--- src/rtl/ct_l2c_spsram_ctrl.sv ---
// Pin-level access controller for one L2C single-port SRAM macro: registered
// request issue, fixed-latency read return and a full-array zero sweep.
module ct_l2c_spsram_ctrl #(
    parameter int ADDR_WIDTH = 12,
    parameter int DATA_WIDTH = 84,
    parameter int RD_LAT     = 1
) (
    input  logic                  forever_cpuclk,
    input  logic                  cpurst,
    input  logic                  req_vld,
    output logic                  req_rdy,
    input  logic                  req_wr,
    input  logic [ADDR_WIDTH-1:0] req_addr,
    input  logic [DATA_WIDTH-1:0] req_wdata,
    input  logic [DATA_WIDTH-1:0] req_wmask,
    output logic                  rsp_vld,
    output logic [DATA_WIDTH-1:0] rsp_data,
    input  logic                  init_start,
    output logic                  init_busy,
    output logic                  init_done,
    output logic [ADDR_WIDTH-1:0] sram_a,
    output logic                  sram_cen,
    output logic                  sram_gwen,
    output logic [DATA_WIDTH-1:0] sram_wen,
    output logic [DATA_WIDTH-1:0] sram_d,
    input  logic [DATA_WIDTH-1:0] sram_q
);

    localparam int DEPTH = 2 ** ADDR_WIDTH;
    localparam logic [ADDR_WIDTH-1:0] CNT_LAST = ADDR_WIDTH'(DEPTH - 1);
    // Reads issued within the last RD_LAT-1 pin cycles block a write.
    localparam int HZ_BITS = (1 << (RD_LAT - 1)) - 1;
    localparam logic [RD_LAT:0] HZ_MASK = HZ_BITS[RD_LAT:0];

    typedef enum logic [1:0] {
        S_INIT_WAIT,
        S_INIT,
        S_IDLE
    } state_t;

    state_t                r_state;
    logic [ADDR_WIDTH-1:0] r_cnt;
    logic [RD_LAT:0]       r_rd_pipe;
    logic                  r_rsp_vld;
    logic [DATA_WIDTH-1:0] r_rsp_data;
    logic                  r_init_done;
    logic [ADDR_WIDTH-1:0] r_sram_a;
    logic                  r_sram_cen;
    logic                  r_sram_gwen;
    logic [DATA_WIDTH-1:0] r_sram_wen;
    logic [DATA_WIDTH-1:0] r_sram_d;

    logic w_hazard;
    logic w_rdy;
    logic w_acc;
    logic w_rd_issue;
    logic w_in_flight;

    assign w_hazard    = |(r_rd_pipe & HZ_MASK);
    assign w_rdy       = (r_state == S_IDLE) & ~init_start & ~(req_vld & req_wr & w_hazard);
    assign w_acc       = req_vld & w_rdy;
    assign w_rd_issue  = w_acc & ~req_wr;
    assign w_in_flight = |r_rd_pipe;

    always_ff @(posedge forever_cpuclk) begin
        if (cpurst) begin
            r_state     <= S_INIT;
            r_cnt       <= '0;
            r_rd_pipe   <= '0;
            r_rsp_vld   <= 1'b0;
            r_rsp_data  <= '0;
            r_init_done <= 1'b0;
            r_sram_a    <= '0;
            r_sram_cen  <= 1'b1;
            r_sram_gwen <= 1'b1;
            r_sram_wen  <= '1;
            r_sram_d    <= '0;
        end else begin
            r_sram_cen  <= 1'b1;
            r_sram_gwen <= 1'b1;
            r_sram_wen  <= '1;
            r_init_done <= 1'b0;
            // Bit k is set during pin cycle + k of a read; the top bit marks Q valid.
            r_rd_pipe   <= {r_rd_pipe[RD_LAT-1:0], w_rd_issue};
            r_rsp_vld   <= r_rd_pipe[RD_LAT];
            if (r_rd_pipe[RD_LAT]) begin
                r_rsp_data <= sram_q;
            end
            case (r_state)
                S_IDLE: begin
                    if (init_start) begin
                        if (w_in_flight) begin
                            r_state <= S_INIT_WAIT;
                        end else begin
                            r_state <= S_INIT;
                            r_cnt   <= '0;
                        end
                    end else if (w_acc) begin
                        r_sram_cen <= 1'b0;
                        r_sram_a   <= req_addr;
                        if (req_wr) begin
                            r_sram_gwen <= 1'b0;
                            r_sram_wen  <= ~req_wmask;
                            r_sram_d    <= req_wdata;
                        end
                    end
                end
                S_INIT_WAIT: begin
                    if (!w_in_flight) begin
                        r_state <= S_INIT;
                        r_cnt   <= '0;
                    end
                end
                S_INIT: begin
                    r_sram_cen  <= 1'b0;
                    r_sram_gwen <= 1'b0;
                    r_sram_wen  <= '0;
                    r_sram_d    <= '0;
                    r_sram_a    <= r_cnt;
                    r_cnt       <= r_cnt + 1'b1;
                    if (r_cnt == CNT_LAST) begin
                        r_state     <= S_IDLE;
                        r_init_done <= 1'b1;
                    end
                end
                default: begin
                    r_state <= S_INIT;
                    r_cnt   <= '0;
                end
            endcase
        end
    end

    assign req_rdy   = w_rdy;
    assign rsp_vld   = r_rsp_vld;
    assign rsp_data  = r_rsp_data;
    assign init_busy = (r_state != S_IDLE);
    assign init_done = r_init_done;
    assign sram_a    = r_sram_a;
    assign sram_cen  = r_sram_cen;
    assign sram_gwen = r_sram_gwen;
    assign sram_wen  = r_sram_wen;
    assign sram_d    = r_sram_d;

endmodule
--- config.mk ---
export PLATFORM = sky130hd
export DESIGN_NAME = ct_l2c_spsram_ctrl
export DESIGN_NICKNAME = d
export VERILOG_FILES = /design/src/rtl/ct_l2c_spsram_ctrl.sv
export SDC_FILE = /design/constraint.sdc
export NUM_CORES = 1
export LEC_CHECK = 0
export BUFFER_PORTS_ARGS = -buffer_cell sky130_fd_sc_hd__buf_2
export CAP_MARGIN = 20
export CORE_AREA = 2 2 207 209
export DETAILED_ROUTE_END_ITERATION = 8
export DIE_AREA = 0 0 209 211
export PLACE_DENSITY = 0.55
export SLEW_MARGIN = 40
export SYNTH_ARGS = -nofsm -noshare
export SYNTH_HDL_FRONTEND = slang
export SYNTH_SLANG_ARGS = --single-unit
--- constraint.sdc ---
create_clock -name forever_cpuclk -period 4.1 [get_ports forever_cpuclk]
set_clock_uncertainty 0.2 [all_clocks]
set_input_delay 0.615 -clock forever_cpuclk [delete_from_list [all_inputs] [get_ports forever_cpuclk]]
set_output_delay 0.615 -clock forever_cpuclk [all_outputs]
set_load 0.03 [all_outputs]
==> results.yml <==
detailed_routing:
  wl_microns: 32860
  drt-pass1-iter-count: 5
  drtAntennaViolNets: 0
  vias: 8900
  first_iter_violations: 573
  viasPerCell: 4.339
  wl_per_cell_microns: 16.02
  route.detailed.drc: 0
clocking:
  clock_path_buffers: 3
  ctsResizeCount: 0
  post-cts-setup-buffer-count: 0
  cts_tree: "done"
  cts_buffers: 34
  clkLatencyLatePin_ns: 0.53
  clock-sinks: 284
  cts_root_buf: "clkbuf_16"
  htreeDepth: 2
  clkTransAtPathRegs_ns: 0.06
  cts_hold_buf: 0
place:
  placed_area_sq_mm: 0.01269
  hpwl_microns: 23990
  io_buffers: 538
  dp.cells: 1991
  place_congestion: 0.8443
synthesis:
  synth_edf_count: 0
  syn_nets: 1254
  ys_ff_latch: 284
  seq_area_frac_synth_pct: 59.21
  ys_types: 37
  ys.flop_type: "dfxtp_1"
  synthCells: 984
  async_reset_ff_share_pct: 0
  syn_area_per_cell_sq_um: 9.759
  ys_warn_count: 0
  syn_area_sq_mm: 0.009603
global_route:
  grtUsageTotal_pct: 13.95
  antenna_found_initial: 2
  grt_pass1_wl_microns: 48470
  grt_max_degree: 143
  overflow: 0
  first_global_vias: 8397
worst_hold_path:
  min_from: "req_wmask[72]"
  whs_endpoint: "sram_wen[72]"
  hold_depth: 2
  hp-class: "in -> reg"
worst_setup_path:
  arrival_ns: 2.07
  crit_slowest_cell: "buf_4"
  setup.worst_path.start: "r_state[0]"
  reg2reg_to: "sram_d[81]"
  reg2reg_depth: 6
  endpoint_kind: "primary output"
  slowest_delay_ns: 0.55
  crit_chain: "nand2b_2, buf_4, buf_2"
  crit_type: "reg -> out"
  start_kind: "register"
  worst-r2r-setup-slack_ns: 1.50
  cp_max_fo: 84
  required_ns: 3.28
  r2r_start: "r_state[0]"
final_layout:
  final_area_sq_mm: 0.01382
  fin_nets: 1760
  instances_no_fill: 2051
  drive_gt1_share_pct: 40.87
  n_antenna_cell: 0
  areaGrowthSynthToFinish_pct: 43.95
floorplanning:
  core_sq_mm: 0.04176
  start_util_pct: 23.00
  die_h_microns: 211
  dieArea_sq_mm: 0.04410
  num_rows: 75
  ios: 539
  die_w_microns: 209
sta:
  tightestPinTransition_ns: 0.7272
  post-route-period-util_pct: 70.45
  setup_viol: 0
  hold_viol: 0
  rsz0062_at_grt: "no"
  setup_tns_ns: 0
  period_minus_slack_ns: 2.888
  slew_headroom_pct: 51.52
  slew_viol_final: 0
  fmax_ghz: 0.3462
outcome:
  outcome: "completed"
pwr:
  worst_ir_drop_vdd_uv: 239.8
  p_per_area_mw_per_mm2: 440.3
  cellLeakagePower_uw: 0.006006
job:
  maxCapViolations: 0
[how the worst max path moves through the flow]
stage,cells after the start,slack (ns),end
2_1_floorplan,3,2.09,init_busy
3_3_place_gp,7,1.24,sram_d[59]
3_5_place_dp,7,1.23,sram_d[78]
4_1_cts,3,1.22,init_busy
5_1_grt,3,1.07,init_busy
6_report,3,1.21,init_busy
[worst max-delay path: cells and delay by family (launching register included)]
family / cells / cell delay [ns]
buffers and inverters: 2 / 0.87
and+or+nand+nor: 1 / 0.18
DFF: 1 / 0.46
[cell families after synthesis]
| family | after synthesis | share of synthesized area (%) |
|---|---|---|
| AO/OA/AOI/OAI | 209 | 11.75 |
| adder cells (fa/ha/maj) | 1 | 0.1303 |
| buffers and inverters | 91 | 4.951 |
| flip-flops | 284 | 59.21 |
| multiplexers | 96 | 10.01 |
| AND/OR/NAND/NOR | 303 | 13.95 |
[metrics by stage]
step | hold WS, ns | power [uW] | setup slack, ns | util, %
after floorplan | 0.2198 | 3043 | 2.089 | -
after global placement | 0.2210 | 3247 | 1.238 | 30.30
after detailed placement | 0.2244 | 3249 | 1.234 | 30.40
after CTS | 0.03001 | 6194 | 1.215 | 32.97
after global routing | 0.04367 | 6324 | 1.070 | 33.10
final | 0.07208 | 6087 | 1.212 | 33.10
[where the power goes]
group | switching [uW] | leakage, uW | internal [uW]
combinational | 221 | 0.00316 | 144
clock | 1170 | 0.000523 | 1730
sequential | 14.9 | 0.00232 | 2810
total | 1400 | 0.00601 | 4680
[Yosys cell counts, drive strengths merged (3+ instances only)]
| library cell | count | area (sq um) |
|---|---|---|
| dfxtp | 284 | 5685 |
| nor2 | 102 | 385.4 |
| a21oi | 98 | 505.5 |
| mux2i | 96 | 960.9 |
| nand3 | 90 | 450.4 |
| o21ai | 87 | 435.4 |
| nand2 | 86 | 322.8 |
| buf | 53 | 332.8 |
| clkbuf | 32 | 120.1 |
| a211oi | 12 | 90.09 |
| inv | 6 | 22.52 |
| o31ai | 6 | 45.04 |
| or4 | 6 | 45.04 |
| or3 | 4 | 26.28 |
| a21o | 3 | 30.02 |
| nand2b | 3 | 18.77 |
| nand4 | 3 | 18.77 |
[metal layers]
metal | share of wire (%) | wire [microns] | GRT usage (%)
met1 | 42 | 13820 | 17.34
met2 | 49 | 15950 | 23.18
met3 | 6.9 | 2265 | 4.014
met4 | 2.5 | 810 | 4.704
met5 | 0.049 | 16 | 0
[flip-flops by register name, indices dropped and copies added, names as in the netlist]
register and flops:
sram_a 12, r_state 2, sram_d 84, sram_wen 84, r_rd_pipe 2, rsp_vld 1, r_cnt 12, init_done 1
sram_cen 1, sram_gwen 1, rsp_data 84
[placed cells by master (no fill, tap or decap), types with 2 or more instances in the layout]
| cell | count |
|---|---|
| a211oi_1 | 12 |
| a21o_1 | 2 |
| a21oi_1 | 96 |
| a21oi_4 | 2 |
| buf_12 | 4 |
| buf_2 | 537 |
| buf_4 | 12 |
| clkbuf_1 | 8 |
| clkbuf_16 | 36 |
| clkbuf_8 | 9 |
| clkinv_2 | 2 |
| clkinvlp_4 | 2 |
| dfxtp_1 | 283 |
| inv_1 | 6 |
| inv_6 | 2 |
| mux2i_1 | 96 |
| nand2_1 | 86 |
| nand3_1 | 90 |
| nand4_1 | 3 |
| nor2_1 | 100 |
| nor2b_1 | 2 |
| o21ai_0 | 83 |
| o21ai_1 | 4 |
| o31ai_1 | 6 |
| or3_1 | 3 |
| or4_1 | 6 |
[layout make-up]
cell class                 count  area [sq um]
tap                          539         674.4
inverter                       6         22.52
timing repair buffer         555          2894
fill                        4385         27940
clock inverter                 6         42.54
clock buffer                  52          1030
sequential                   284          5689
multi-input combinational    609          3471
Power figures use the tool's default switching activity.
